### config.mk
export PLATFORM = sky130hd
export DESIGN_NAME = vram_arbiter
export DESIGN_NICKNAME = d
export VERILOG_FILES = /design/src/rtl/vram_arbiter.sv
export SDC_FILE = /design/constraint.sdc
export NUM_CORES = 1
export LEC_CHECK = 0
export CAP_MARGIN = 20
export CELL_PAD_IN_SITES_DETAIL_PLACEMENT = 0
export CELL_PAD_IN_SITES_GLOBAL_PLACEMENT = 1
export CORE_UTILIZATION = 23
export CTS_BUF_LIST = sky130_fd_sc_hd__clkbuf_16
export DETAILED_ROUTE_END_ITERATION = 12
export PLACE_DENSITY = 0.91
export SETUP_SLACK_MARGIN = 0.4
export SYNTH_ARGS = -nofsm -noshare
export SYNTH_HDL_FRONTEND = slang
export SYNTH_SLANG_ARGS = --single-unit
### constraint.sdc
create_clock -name clk -period 2 [get_ports clk]
set_input_delay 0.5 -clock clk [delete_from_list [all_inputs] [get_ports clk]]
set_output_delay 0.5 -clock clk [all_outputs]
set_load 0.02 [all_outputs]
### src/rtl/vram_arbiter.sv
// Single-port VRAM arbiter: scan-out fetch > clear sweep > round-robin writers.
// Scan read data valid one cycle after request; writes land at the granting edge, losers hold req.
module vram_arbiter #(
    parameter int                ADDR_W      = 15,
    parameter int                DATA_W      = 12,
    parameter int                DEPTH       = 19200,
    parameter logic [DATA_W-1:0] CLEAR_COLOR = '0
) (
    input  logic              clk,
    input  logic              reset,

    input  logic              scan_req,
    input  logic [ADDR_W-1:0] scan_addr,
    output logic [DATA_W-1:0] scan_data,
    output logic              scan_valid,

    input  logic              clear_start,
    output logic              clear_busy,
    output logic              clear_done,

    input  logic              wr0_req,
    input  logic [ADDR_W-1:0] wr0_addr,
    input  logic [DATA_W-1:0] wr0_data,
    output logic              wr0_gnt,

    input  logic              wr1_req,
    input  logic [ADDR_W-1:0] wr1_addr,
    input  logic [DATA_W-1:0] wr1_data,
    output logic              wr1_gnt,

    output logic [ADDR_W-1:0] mem_addr,
    output logic [DATA_W-1:0] mem_wdata,
    output logic              mem_we,
    input  logic [DATA_W-1:0] mem_rdata
);

    typedef enum logic {
        IDLE  = 1'b0,
        CLEAR = 1'b1
    } state_t;

    localparam logic [ADDR_W-1:0] LAST_ADDR = ADDR_W'(DEPTH - 1);

    state_t            state_q, state_d;
    logic [ADDR_W-1:0] caddr_q, caddr_d;
    logic              last_q, last_d;
    logic              scan_valid_q, scan_valid_d;
    logic              clear_done_q, clear_done_d;
    logic              pick1;

    always_ff @(posedge clk or posedge reset) begin
        if (reset) begin
            state_q      <= IDLE;
            caddr_q      <= '0;
            last_q       <= 1'b1;
            scan_valid_q <= 1'b0;
            clear_done_q <= 1'b0;
        end else begin
            state_q      <= state_d;
            caddr_q      <= caddr_d;
            last_q       <= last_d;
            scan_valid_q <= scan_valid_d;
            clear_done_q <= clear_done_d;
        end
    end

    // On a tie the writer that was not served last wins; a lone requester always wins.
    assign pick1 = wr1_req && (!wr0_req || !last_q);

    always_comb begin
        state_d      = state_q;
        caddr_d      = caddr_q;
        last_d       = last_q;
        scan_valid_d = scan_req;
        clear_done_d = 1'b0;
        mem_addr     = '0;
        mem_wdata    = '0;
        mem_we       = 1'b0;
        wr0_gnt      = 1'b0;
        wr1_gnt      = 1'b0;

        if (state_q == IDLE && clear_start) begin
            state_d = CLEAR;
            caddr_d = '0;
        end

        if (reset) begin
            // Keep the RAM port quiet while reset is held, even with writers pending.
            scan_valid_d = 1'b0;
        end else if (scan_req) begin
            mem_addr = scan_addr;
        end else if (state_q == CLEAR) begin
            mem_addr  = caddr_q;
            mem_wdata = CLEAR_COLOR;
            mem_we    = 1'b1;
            if (caddr_q == LAST_ADDR) begin
                state_d      = IDLE;
                caddr_d      = '0;
                clear_done_d = 1'b1;
            end else begin
                caddr_d = caddr_q + 1'b1;
            end
        end else if (wr0_req || wr1_req) begin
            mem_we = 1'b1;
            last_d = pick1;
            if (pick1) begin
                mem_addr  = wr1_addr;
                mem_wdata = wr1_data;
                wr1_gnt   = 1'b1;
            end else begin
                mem_addr  = wr0_addr;
                mem_wdata = wr0_data;
                wr0_gnt   = 1'b1;
            end
        end
    end

    assign clear_busy = (state_q == CLEAR);
    assign clear_done = clear_done_q;
    assign scan_valid = scan_valid_q;
    assign scan_data  = mem_rdata;

endmodule

======== Word level (Yosys, flattened, before mapping) ========
Index checks and enable logic that the tools add are counted.
word-level totals
  word-level logic and storage cells ...... 56
  register bits after elaboration ......... 19
  output and inout port bits .............. 45
  input port bits ......................... 87
cells by class
  $add $sub $neg .......................... 1
  reduce and logical (&&, ||, !) cells .... 7
  bitwise gates (word level) .............. 3
  equality and inequality tests ........... 1
  muxes and demuxes ....................... 39
operators by type and width
  cell                                                              count
  15-bit two-way mux                                                10
  12-bit two-way mux                                                5
  1-bit two-way mux                                                 24
  15-bit by 1-bit adder with 15-bit output (second input constant)  1
  15-bit equality test (second input constant)                      1
  4-bit AND reduction                                               1
  1-bit inverter                                                    3
  1-bit logical AND                                                 2
  1-bit logical NOT                                                 2
  1-bit logical OR                                                  2

======== Longest topological paths before layout ========
Gate-level depths: netlist (run 1).
  depth in word-level cells ............... 8
  depth in mapped cells ................... 6
  depth with buffers taken out ............ 5

======== Worst setup path before layout (run 1) ========
No wires, ideal clock.
  kind .................................... input port to output port
  from .................................... input port wr0_req
  to ...................................... output port mem_addr[10]
  arrival ................................. 1.752 ns
  setup slack ............................. -0.252 ns
  buffers on the path ..................... 2
  data required time ...................... 1.500 ns
  cell stages on the path ................. 6
  cells stage by stage .................... nand2_1 -> and2_1 -> buf_2 -> buf_2 -> mux2i_1 -> o21ai_0
on the way
  word-level cells in the longest chain between the ends .. 8
  elaborated cells between the ends (all ways) .. 9
  those cells by class .................... 5 x mux; 4 x reduce/logical
RTL lines
  element               RTL line  text
  start: declaration    21        input logic wr0_req,
  1-bit logical NOT     68        assign pick1 = wr1_req && (!wr0_req || !last_q);
  1-bit logical OR      68
  1-bit logical AND     68
  15-bit two-way mux    106       if (pick1) begin
  15-bit two-way mux *  103       end else if (wr0_req || wr1_req) begin
  15-bit two-way mux *  92        end else if (state_q == CLEAR) begin
  15-bit two-way mux *  90        end else if (scan_req) begin
  15-bit two-way mux *  87        if (reset) begin
  end: declaration      31        output logic [ADDR_W-1:0] mem_addr,
Mark *: on every way between the ends. The rest lies on a longest branch, timed or not.

======== Worst setup path in the final report (run 1) ========
  from .................................... register last_q
  to ...................................... output port mem_addr[12]
on the way
  word-level cells in the longest chain between the ends .. 8
RTL lines
  element                   RTL line  text
  start: declaration        46        logic last_q, last_d;
  start signal: assignment  61        last_q <= last_d;
  1-bit logical NOT         68
  1-bit logical OR          68
  1-bit logical AND         68
  15-bit two-way mux        106
  15-bit two-way mux        103
  15-bit two-way mux        92
  15-bit two-way mux        90
  15-bit two-way mux        87
Every way passes these cells.

==> results of run 1 <==
-- registers in the layout, indices dropped and copies added (netlist names) --
register    count
caddr_q        15
clear_busy      1
clear_done      1
last_q          1
scan_valid      1
-- area by class of cell --
type	count	area share, %
clock buffer	3	1.76
clock inverter	1	0.117
timing repair buffer	164	42.0
sequential	19	11.3
inverter	5	0.440
multi-input combinational	179	41.5
tap	99	2.90
-- power groups by stage --
stage	registers (mW)	logic (mW)	clock network, mW
after floorplan	0.479	0.280	0
after global placement	0.489	0.507	0
after detailed placement	0.491	0.517	0
after CTS	0.502	0.620	0.418
after global routing	0.538	0.764	0.440
final	0.531	0.732	0.426
-- cell families (layout without fill, tap and decap cells) --
kind of cell | after synthesis | in the layout
fa+ha+maj | 1 | 1
buf+inv | 33 | 173
compound gates | 81 | 82
mux | 15 | 15
flops | 19 | 19
simple gates | 78 | 81
-- critical path, cell delays in order, from the launching register on --
cell and delay [ns]:
dfstp_2 0.56, nand2_4 0.09, and2_4 0.21, mux2i_4 0.21
o21ai_4 0.13, buf_6 0.13
-- final timing paths --
path / endpoint / slack, ns / start / depth (start not counted)
max: mem_addr[12] / -0.10 / last_q / 5
max in group asynchronous: last_q / 1.15 / reset / 6
max reg2reg: caddr_q[11] / 0.23 / caddr_q[0] / 8
min: last_q / 0.54 / last_q / 1
min reg2reg: last_q / 0.54 / last_q / 1
min in group asynchronous: caddr_q[1] / 0.63 / reset / 6
-- metrics by stage --
stage | setup TNS, ns | std cells | hold slack [ns] | power [mW]
after floorplan | 0 | 227 | 0.450 | 0.760
after global placement | -29.04 | 432 | 0.515 | 0.996
after detailed placement | -29.90 | 432 | 0.514 | 1.01
after CTS | -1.98 | 457 | 0.535 | 1.54
after global routing | -2.88 | 470 | 0.552 | 1.74
final | -1.73 | 470 | 0.542 | 1.69
-- synthesized netlist by cell type (all sizes together) (5+ instances only) --
cell type | instances | area, um^2
a22oi | 15 | 113
o21ai | 18 | 93.8
clkbuf | 10 | 57.6
a31oi | 17 | 113
buf | 18 | 126
nand3 | 10 | 55.1
dfrtp | 18 | 450
a21oi | 18 | 90.1
mux2i | 15 | 150
nand2 | 34 | 128
inv | 5 | 18.8
-- per-layer routing --
metal | global-route usage, % | up-vias | part of all wire, %
met3 | 3.89 | 40 | 6.2
met1 | 21.6 | 1271 | 36
met2 | 39.7 | 173 | 54
li1 | - | 1141 | -
met4 | 5.87 | 0 | 4.2
met5 | 0 | - | 0
-- what timing repair did --
action                                  4_1_cts  5_1_grt
pin swaps                                    40       32
setup buffers                                12        9
endpoints found under the setup margin       50       47
cloned                                        9        4
gates resized for setup                     267       61
-- layout by cell type, fill, tap and decap left out, drive strengths merged, types with 5 or more instances in the layout --
cell and count:
mux2i 15, buf 88, a21oi 18, o21ai 19
dfrtp 18, nand2 34, clkdlybuf4s50 70, clkbuf 7
a22oi 15, nand3 10, inv 5, a31oi 17
==> flow_metrics.env, run 1 <==
export IMPL_worst_skew_pair_late_latency_ns=0.26
export IMPL_antennaDiodeCount=0
export IMPL_transition_time_at_the_pin_with_the_least_slew_margin_ns=0.438
export IMPL_finalMaxSlewViolations=0
export IMPL_grt_antenna_before_repair=0
export IMPL_cts_clk_slew_worst_paths_ns=0.06
export IMPL_sequential_area_um2=484
export IMPL_power_density_cell_area_nw_per_um2=396
export IMPL_holdCritPathClass="reg2reg"
export IMPL_clock_tree_buffer_depth=2
export IMPL_post_dp_hpwl_um=5370
export IMPL_max_slew_margin_pct=70.6
export IMPL_final_worst_slack_ns=-0.104
export IMPL_combinational_fraction_of_design_power_pct=43.4
export IMPL_routed_wirelength_um=10200
export IMPL_sw_frac_of_total_pct=34.6
export IMPL_synthAdderAreaFrac_pct=0.706
export IMPL_gp_congestion=0.813
export IMPL_finish_utilization_pct=58.2
export IMPL_vias=2625
export IMPL_synth_area_um2=1770
export IMPL_post_drt_wl_per_cell_um=21.6
export IMPL_post_synth_mux_area_share_pct=8.47
export IMPL_post_synth_xor_area_fraction_pct=0
export IMPL_horizontal_die_dimension_um=89.8
export IMPL_start_util_pct=24.2
export IMPL_synth_compound_area_share_pct=29.0
export IMPL_setup_viol_count_final=27
export IMPL_globalRouteTotalUtil_pct=20.2
export IMPL_grt_pass1_wl_um=12900
export IMPL_violations_in_the_final_reports="negative setup slack"
export IMPL_port_buffers=107
export IMPL_timing_critical_path_from_type="flop"
export IMPL_worst_vdd_drop_mv=0.335
export IMPL_final_min_clock_period_ns=2.10
export IMPL_synth_net_count=315
export IMPL_cap_viol_max_count=0
export IMPL_die_y_um=89.8
export IMPL_capturing_element_type_of_the_critical_path="output pin"
export IMPL_yosys_most_used_dff="dfrtp_1"
export IMPL_max_freq_mhz=475
export IMPL_first_pass_iters=6
export IMPL_detailedRoute_firstIterationViolations=164
export IMPL_path_class="reg2out"
export IMPL_final_design_area_no_fill_um2=4270
export IMPL_critical_path_peak_fanout=7
export IMPL_synthCells=227
export IMPL_postSynthAreaPerCell_um2=7.80
export IMPL_htree_levels=1
export IMPL_timing_final_crit_share_pct=105
export IMPL_numCtsBuffers=3
export IMPL_clockRootBuffer="clkbuf_16"
export IMPL_final_layout_size_suffix_gt1_share_pct=55.3
export IMPL_report_final_hold_viol_count=0
export IMPL_cts_sinks=19
export IMPL_die_area_um2=8060
export IMPL_ant_nets=0
export IMPL_cts_hold_buf=0
export IMPL_critical_path_data_arrival_time_ns=1.60
export IMPL_layout_nets=460
export IMPL_synth_distinct_cells=48
export IMPL_dominant_combinational_cell_family_by_area_after_synthesis="compound AO/OA/AOI/OAI gates"
export IMPL_yosys_warnings=0
export IMPL_grt_start_max_net_pins=25
export IMPL_worstPathRequired_ns=1.50
export IMPL_flow_area_growth_from_synthesis_pct=141
export IMPL_place_area_um2=3240
export IMPL_grt_pass1_vias=2509
export IMPL_power_internal_mw=1.11
export IMPL_post_place_ws_ns=-0.895
export IMPL_p_leak_nw=1.64
export IMPL_outcome="finished, violations left"
export IMPL_vias_per_cell=5.59
export IMPL_drc=0
export IMPL_clock_skew_final_ns=0.00782
export IMPL_post_synth_and_or_nand_nor_area_fraction_pct=23.4
export IMPL_globalRouteOverflowTotal=0
export IMPL_seqPwrFrac_pct=31.4
export IMPL_n_fill_cell=509
export IMPL_clock_tree_from_tritoncts="done"
export IMPL_synth_seq_cells=19
export IMPL_core_um2=7330
export IMPL_placement_rows=31
export IMPL_multi_input_area_um2=1770
export IMPL_sequential_area_share_after_synthesis_pct=26.9
export IMPL_net_switching_power_uw=584
export IMPL_synth_edff_count=0
export IMPL_async_s_r_ff_share_synth_pct=100
export IMPL_ios=132
export IMPL_setup_repair_after_global_routing_missed_its_margin="true"
export IMPL_clkPwrFrac_pct=25.2
(Power assumes the default switching activity.)
==> run 2, diff against run 1 <==
--- a/config.mk
+++ b/config.mk
@@ -5,13 +5,15 @@
 export SDC_FILE = /design/constraint.sdc
 export NUM_CORES = 1
 export LEC_CHECK = 0
+export ABC_AREA = 1
 export CAP_MARGIN = 20
 export CELL_PAD_IN_SITES_DETAIL_PLACEMENT = 0
 export CELL_PAD_IN_SITES_GLOBAL_PLACEMENT = 1
-export CORE_UTILIZATION = 23
+export CORE_UTILIZATION = 22
 export CTS_BUF_LIST = sky130_fd_sc_hd__clkbuf_16
+export CTS_CLUSTER_SIZE = 10
 export DETAILED_ROUTE_END_ITERATION = 12
-export PLACE_DENSITY = 0.91
+export PLACE_DENSITY = 0.9
 export SETUP_SLACK_MARGIN = 0.4
 export SYNTH_ARGS = -nofsm -noshare
 export SYNTH_HDL_FRONTEND = slang
==> run 2 against run 1 <==
  * The flow still finishes with violations (negative setup slack)
  * Maximum frequency about the same
  * Synthesized cell count up 33%
  * Synthesized area up 4.0%
  * Clock-buffer cell count unchanged
  * Via count down 5.6%
  * Utilization down 13 points
  * Critical path depth up 1
  * Sequential share of layout area up 1.6 points
  * Cell area down 13%
  * Sequential cell count unchanged
  * Routed wire length down 28%
==> flow_metrics.env, run 2 <==
export IMPL_library_cell_contributing_the_largest_single_delay_on_the_critical_path="dfstp_2"
export IMPL_final_layout_size_suffix_gt1_share_pct=33.5
export IMPL_finalHoldWorstSlack_ns=0.416
export IMPL_clock_tree_buffer_depth=2
export IMPL_ant_nets=0
export IMPL_antennaDiodeCount=0
export IMPL_placement_rows=33
export IMPL_synthCells=302
export IMPL_ios=132
export IMPL_grt_start_max_net_pins=29
export IMPL_timing_final_crit_share_pct=105
export IMPL_drt_met1_wl_um=3050
export IMPL_critical_path_max_stage_delay_ns=0.53
export IMPL_globalRouteOverflowTotal=0
export IMPL_timing_setup_tns_ns=-1.65
export IMPL_die_y_um=93.5
export IMPL_final_min_clock_period_ns=2.10
export IMPL_largest_reg_flops=15
export IMPL_path_class="reg2out"
export IMPL_start_util_pct=22.5
export IMPL_flow_area_growth_from_synthesis_pct=101
export IMPL_final_worst_slack_ns=-0.102
export IMPL_synth_area_leaders="dfrtp_1, nand2_1, nor2_1, buf_4, o211ai_1"
export IMPL_synth_area_um2=1840
export IMPL_dpl_cell_count=517
export IMPL_numCtsBuffers=3
export IMPL_outcome="finished, violations left"
export IMPL_cts_sinks=19
export IMPL_synth_top_cell_area_share_pct=24.4
export IMPL_grt_pass1_vias=2391
export IMPL_grt_antenna_before_repair=0
export IMPL_capturing_element_type_of_the_critical_path="output pin"
export IMPL_setup_repair_after_global_routing_missed_its_margin="true"
export IMPL_clock_skew_final_ns=0.00423
export IMPL_final_common_cell="nand2_1"
export IMPL_grt_pass1_wl_um=10900
export IMPL_synth_top_cells_by_count="nand2_1, nor2_1, dfrtp_1, inv_1, o21ai_0"
export IMPL_report_power_total_mw=1.77
export IMPL_route_top_layer_used="met4"
export IMPL_cap_viol_max_count=0
export IMPL_synth_net_count=390
export IMPL_yosys_cell_count_top_type="nand2_1"
export IMPL_report_final_hold_viol_count=0
export IMPL_first_pass_iters=4
export IMPL_clock_tree_from_tritoncts="done"
export IMPL_yosys_warnings=0
export IMPL_power_density_cell_area_nw_per_um2=479
export IMPL_transition_time_at_the_pin_with_the_least_slew_margin_ns=0.263
export IMPL_worst_vdd_drop_mv=0.303
export IMPL_core_um2=8180
export IMPL_async_s_r_ff_share_synth_pct=100
export IMPL_detailedRoute_firstIterationViolations=118
export IMPL_worstPathCellList="nand2_2 -> nand2_4 -> clkbuf_16 -> o21ai_2 -> o221ai_4 -> buf_6"
export IMPL_netlist_top_cell_by_area="dfrtp_1"
export IMPL_layout_nets=516
export IMPL_synth_distinct_cells=29
export IMPL_yosys_most_used_dff="dfrtp_1"
export IMPL_globalRouteTotalUtil_pct=15.5
export IMPL_cts_hold_buf=0
export IMPL_most_common_layout_cells="nand2_1, clkdlybuf4s50_1, buf_4, nor2_1"
export IMPL_post_drt_wl_per_cell_um=13.8
export IMPL_synth_seq_cells=19
export IMPL_max_slew_margin_pct=82.3
export IMPL_port_buffers=107
export IMPL_vias=2479
export IMPL_routed_wirelength_um=7360
export IMPL_critical_path_peak_fanout=14
export IMPL_drc=0
export IMPL_vias_per_cell=4.66
export IMPL_die_area_um2=8750
export IMPL_max_freq_mhz=476
export IMPL_holdCritPathClass="in2async"
export IMPL_htree_levels=1
export IMPL_worst_skew_pair_late_latency_ns=0.25
export IMPL_clockRootBuffer="clkbuf_16"
export IMPL_largest_register="caddr_q"
export IMPL_worstPathRequired_ns=1.50
export IMPL_p_leak_nw=1.54
export IMPL_cts_clk_slew_worst_paths_ns=0.06
export IMPL_count_of_non_filler_cells_in_the_finished_layout=532
export IMPL_timing_critical_path_from_type="flop"
export IMPL_met3_wire_length_um=414
export IMPL_setup_viol_count_final=26
export IMPL_finalMaxSlewViolations=0
export IMPL_met2_length_um=3730
export IMPL_postSynthAreaPerCell_um2=6.10
export IMPL_horizontal_die_dimension_um=93.5
export IMPL_post_dp_hpwl_um=5330
export IMPL_violations_in_the_final_reports="negative setup slack"
export IMPL_gp_congestion=0.823
export IMPL_synth_edff_count=0
export IMPL_sequential_area_share_after_synthesis_pct=25.9
export IMPL_critical_path_data_arrival_time_ns=1.60
[run 2: worst max-delay path, delay by kind of cell, from the launching register on]
family | cells | cell delay (ns)
AO/OA/AOI/OAI | 2 | 0.26
buffers and inverters | 2 | 0.36
flip-flops | 1 | 0.53
AND/OR/NAND/NOR | 2 | 0.19
[run 2: cell type report]
type / count / area [um^2]
clock buffers: 3 / 75.1
clock inverters: 1 / 3.75
fillers: 793 / 4470
inverters: 23 / 113
multi-input cells: 236 / 1420
flip-flops and latches: 19 / 479
well taps: 105 / 131
repair buffers: 144 / 1470
repair inverters: 1 / 11.3
[run 2: timing repair]
item | CTS | global route
setup endpoints to repair | 43 | 44
resized for setup | 221 | 45
buffers inserted | 2 | 3
pin swaps | 10 | 11
endpoints found under the hold margin | 0 | 0
gates cloned | 1 | 5
[run 2: logic make-up (layout without fill, tap and decap cells)]
group / count (synthesis) / in the layout / synth area share [%]
flops: 19 / 19 / 25.9
fa+ha+maj: 1 / 1 / 0.679
compound gates: 52 / 52 / 16.5
buf+inv: 47 / 172 / 13.9
xor+xnor: 6 / 6 / 2.85
simple gates: 177 / 177 / 40.2
[run 2: final timing paths]
path | slack [ns] | startpoint | endpoint | cells past startpoint
worst max-delay path | -0.10 | last_q | mem_addr[0] | 6
worst min-delay path | 0.42 | reset | clear_busy | 4
worst max register to register | 0.51 | caddr_q[0] | caddr_q[8] | 10
worst min register to register | 0.55 | caddr_q[14] | caddr_q[14] | 2
max in group asynchronous | 1.32 | reset | last_q | 4
min in group clk | 0.55 | caddr_q[14] | caddr_q[14] | 2
[run 2: power breakdown]
part | leakage [nW] | total, mW | internal [mW] | switching [mW]
Combinational | 1.26 | 0.807 | 0.413 | 0.394
Sequential | 0.232 | 0.547 | 0.457 | 0.0900
Clock | 0.0423 | 0.420 | 0.266 | 0.153
[run 2: per-layer routing]
metal  track usage, %  vias up
met5                0        -
met4             4.62        0
met3             2.44       17
met2             26.8       95
met1             19.7     1144
li1                 -     1223
[run 2: stage by stage]
step,worst slack [ns],area (um^2),utilization (%)
after floorplan,0.0782,2000,-
after global placement,-0.864,3280,40.1
after detailed placement,-0.865,3280,40.1
after CTS,-0.141,3430,41.9
after global routing,-0.156,3700,45.3
final,-0.102,3700,45.3
==> RTL edit 1 (settings of run 1) <==
The parameter `DEPTH` goes from 19200 to 9600.
--- a/src/rtl/vram_arbiter.sv
+++ b/src/rtl/vram_arbiter.sv
@@ -4,5 +4,5 @@
     parameter int                ADDR_W      = 15,
     parameter int                DATA_W      = 12,
-    parameter int                DEPTH       = 19200,
+    parameter int                DEPTH       = 9600,
     parameter logic [DATA_W-1:0] CLEAR_COLOR = '0
 ) (
Function: no difference found for any inputs over 10 cycles, from zero or initial values and one cycle with reset high; that may be too few to reach the edited logic, so the function may still have changed.
==> RTL edit 1 against run 1 <==
- the flow still finishes with violations (negative setup slack)
- sequential share of layout area down 0.36 points
- fmax shrank 2.7%
- final area rose by 3.0%
- area after synthesis is 0.99% higher
- highest routed layer unchanged
- setup slack worse by 0.059 ns
- largest cell class unchanged
- power about the same
- sequential power fell by 8.9%
- routed wire length decreased by 5.0%
- synthesized cell count down 2.6%
- die area up 0.97%
- sequential cell count unchanged
- clock power hardly changed
==> RTL edit 1: results (changes against run 1) <==
setup bufs post-CTS=21 (was 12); Final Setup Violations=26 (was 27); status=finished, violations left (unchanged); top post-synthesis cells by area=dfrtp_1, mux2i_1, nand2_1 (unchanged); setup ws final=-0.163 ns (was -0.104 ns); register area share after synthesis=26.6% (was 26.9%); CP max stage cell=nor3_4 (was dfstp_2); P_clk=0.427 mW (was 0.426 mW); Synth Net Count=309 (was 315); hpwl dp=5.49 mm (was 5.37 mm); Worst Path Arrival=1.66 ns (was 1.60 ns); vias in the first global route=2693 (was 2509); PwrDens=384 nW/µm² (was 396 nW/µm²); Synth Area in XOR/XNOR=0.490% (was 0%); DR iter-0 viols=226 (was 164); most common library cells after synthesis=nand2_1, dfrtp_1, o21ai_0, a22oi_1, mux2i_1 (was nand2_1, a21oi_1, dfrtp_1, a31oi_1, o21ai_0); largest net degree at the start of global routing=14 (was 25); Worst slew margin=69.5% (was 70.6%); switching part of the total=33.7% (was 34.6%); failing checks=negative setup slack (unchanged); hold crit path type=in -> async (was reg -> reg); compound-gate portion of the synthesized area=25.8% (was 29.0%); share of layout cells above drive strength 1=55.0% (was 55.3%); first-pass GRT wire length=14.1 mm (was 12.9 mm); Vias=2598 (was 2625); Combinational Power Share=46.1% (was 43.4%); post-synthesis adder-cell area fraction=0.699% (was 0.706%); DP Worst Slack=-0.898 ns (was -0.895 ns); Max IR drop VDD=0.243 mV (was 0.335 mV); CP max FO=5 (was 7)
-- RTL edit 1: cell count changes in the layout (fill, tap and decap cells not counted), sizes merged, moves of 6 or more --
cell / before / now
a31oi: 17 / 1
buf: 88 / 109
o21a: 0 / 6
a21oi: 18 / 12
-- RTL edit 1: metal layers --
metal / vias to the layer above / global-route usage [%] / part of all wire [%]
met3: 53 / 4.23 / 6.7
met1: 1243 / 23.3 / 37
met2: 165 / 40.9 / 52
li1: 1137 / - / -
met5: - / 0 / 0
met4: 0 / 9.27 / 4.4
-- RTL edit 1: area by class of cell --
cell class	count	area [µm²]
flip-flops and latches	19	483
multi-input cells	173	1800
fillers	541	2970
inverters	2	7.51
clock buffers	3	75.1
repair buffers	182	1900
clock inverters	1	5.00
well taps	99	124
-- RTL edit 1: final timing paths --
check,from,cells after the start,endpoint,slack (ns)
max reg2reg,clear_busy$_DFF_PP0_,8,caddr_q[10]$_DFF_PP0_,0.03
min in group clk,last_q$_DFFE_PP1P_,1,last_q$_DFFE_PP1P_,0.53
min reg2reg,last_q$_DFFE_PP1P_,1,last_q$_DFFE_PP1P_,0.53
max in group asynchronous,reset,4,caddr_q[1]$_DFF_PP0_,1.28
min,reset,4,caddr_q[11]$_DFF_PP0_,0.50
max,reset,8,mem_wdata[4],-0.16
-- RTL edit 1: worst max-delay path, delay by kind of cell --
kind / cells / cell delay [ns]
AND/OR/NAND/NOR: 1 / 0.23
buffers and inverters: 5 / 0.70
AO/OA/AOI/OAI: 2 / 0.21
-- RTL edit 1: stage by stage --
stage	instances	cell area (µm²)
finish	479	4400
global route	479	4400
CTS	464	4080
detailed placement	433	3320
global placement	433	3320
floorplan	221	2080
==> RTL edit 2 (config.mk and constraints of run 1) <==
Made on the original files. Take the reset off `caddr_q` and load it in a clocked block of its own.
--- a/src/rtl/vram_arbiter.sv
+++ b/src/rtl/vram_arbiter.sv
@@ -52,5 +52,4 @@
         if (reset) begin
             state_q      <= IDLE;
-            caddr_q      <= '0;
             last_q       <= 1'b1;
             scan_valid_q <= 1'b0;
@@ -58,9 +57,12 @@
         end else begin
             state_q      <= state_d;
-            caddr_q      <= caddr_d;
             last_q       <= last_d;
             scan_valid_q <= scan_valid_d;
             clear_done_q <= clear_done_d;
         end
+    end
+
+    always_ff @(posedge clk) begin
+        caddr_q <= caddr_d;
     end
 
Check against the original RTL: no difference found for any inputs over 10 cycles, from zero or initial values and one cycle with reset high; that may be too few to reach the edited logic, so the function may still have changed.
==> RTL edit 2 against run 1 <==
- the run still ends with negative setup slack left
- area after synthesis shrank 6.1%
- count of clock-buffer cells in the layout stayed put
- setup slack worse by 0.031 ns
- power is 6.8% lower
- sequential cell count did not move
- worst hold slack lost 0.27 ns
- final area down 7.9%
- routed wire length decreased by 20%
- critical path type unchanged
- highest routed layer unchanged
==> RTL edit 2: results (changes against run 1) <==
status=finished, violations left (unchanged); failing checks=negative setup slack (unchanged); Worst-Margin Slew=0.292 ns (was 0.438 ns); first-pass GRT wire length=10.5 mm (was 12.9 mm); RePlAce Congestion=0.816 (was 0.813); Placed Cells=418 (was 432); register area share after synthesis=24.2% (was 26.9%); drt first pass iters=4 (was 6); RR Startpoint=clear_busy$_DFF_PP0_ (was caddr_q[0]$_DFF_PP0_); Clk Tree Root Cell=clkbuf_16 (unchanged); Max IR drop VDD=0.287 mV (was 0.335 mV); setup ws final=-0.135 ns (was -0.104 ns); largest net degree at the start of global routing=20 (was 25); All-Layer GR Usage=17.5% (was 20.2%); DR iter-0 viols=143 (was 164); Synth Net Count=307 (was 315); placed cell areas=3090 µm² (was 3240 µm²); Port Buffer Count=107 (unchanged); CP max FO=6 (was 7); total clock buffers created by CTS=3 (unchanged); top post-synthesis cells by area=dfxtp_1, mux2i_1, nand2_1 (was dfrtp_1, mux2i_1, nand2_1); most common library cells after synthesis=nand2_1, o21ai_0, a31oi_1, a21oi_1, mux2i_1 (was nand2_1, a21oi_1, dfrtp_1, a31oi_1, o21ai_0); skew final=0.00291 ns (was 0.00782 ns); leakage power=1.55 nW (was 1.64 nW); hold crit path type=in -> async (was reg -> reg); share of layout cells above drive strength 1=46.9% (was 55.3%); drt total wl=8.13 mm (was 10.2 mm); fraction of registers with async set/reset=21.1% (was 100%); syn_area_per_cell=7.59 µm² (was 7.80 µm²); Nets=441 (was 460); Vias per Instance=5.29 (was 5.59); Worst Path Arrival=1.64 ns (was 1.60 ns); hpwl dp=4.77 mm (was 5.37 mm); library cells used by synthesis=36 (was 48); clock-pin slew on the worst setup and hold paths=0.06 ns (about the same); Non-Filler Instances=448 (was 470); Final Setup Violations=29 (was 27); vias in the first global route=2216 (was 2509)
==> RTL edit 2: cell types whose count changed in the layout (fill, tap and decap cells not counted), moves of 5 or more <==
cell	run 1	this run
nand2_2	7	1
dfrtp_2	6	1
dfxtp_1	0	11
a22oi_2	14	8
a22oi_1	1	7
dfrtp_1	12	2
buf_4	28	18
a31oi_1	10	15
==> RTL edit 2: power breakdown <==
group	switching [mW]	internal, mW
clock	0.154	0.269
sequential	0.0649	0.428
combinational	0.288	0.370
==> RTL edit 2: cell type report <==
| class | count | area (µm²) |
|---|---|---|
| well taps | 96 | 120 |
| clock inverters | 1 | 5.00 |
| inverters | 4 | 15.0 |
| repair buffers | 150 | 1640 |
| fillers | 590 | 2970 |
| clock buffers | 3 | 75.1 |
| flip-flops and latches | 19 | 413 |
| multi-input cells | 175 | 1670 |
==> RTL edit 2: path summary, 6_finish.rpt <==
check | depth (start not counted) | slack (ns) | end
setup / recovery | 7 | -0.14 | mem_addr[8]
hold / removal | 3 | 0.27 | clear_done$_DFF_PP0_
setup reg to reg | 8 | 0.26 | caddr_q[9]$_DFF_P_
hold reg to reg | 1 | 0.50 | caddr_q[0]$_DFF_P_
max in group asynchronous | 3 | 1.50 | last_q$_DFFE_PP1P_
min in group clk | 1 | 0.50 | caddr_q[0]$_DFF_P_
==> RTL edit 2: what timing repair did <==
action,in CTS,in global routing
pin swaps,5,28
setup endpoints to repair,51,46
buffers inserted,7,9
gates resized for setup,209,96
cloned,5,5
==> RTL edit 2: critical path, stage by stage, from the launching register on <==
cell	delay, ns
dfrtp_2	0.44
nor3_4	0.16
buf_6	0.13
o21ai_4	0.08
buf_12	0.14
buf_12	0.14
o21ai_2	0.14
buf_6	0.13
==> RTL edit 2: routing by layer <==
layer / share of wire, % / track usage (%)
met1: 36 / 18.3
met2: 51 / 35.2
met3: 9.9 / 4.55
met4: 3.8 / 2.73
met5: 0 / 0
==> RTL edit 2: metrics by stage <==
step | TNS [ns] | setup slack, ns
after floorplan | 0 | 0.158
after global placement | -29.59 | -0.911
after detailed placement | -31.32 | -0.947
after CTS | -2.33 | -0.121
after global routing | -4.60 | -0.188
final | -3.18 | -0.135
==> RTL edit 2: kinds of logic (layout without fill, tap and decap cells) <==
family / count (synthesis) / count (layout) / share of synthesized area [%]
DFF: 19 / 19 / 24.2
and+or+nand+nor: 74 / 80 / 25.4
adders and majority gates: 1 / 1 / 0.752
AOI/OAI and AO/OA: 77 / 78 / 28.1
muxes: 16 / 16 / 9.63
buffers and inverters: 32 / 158 / 12.0
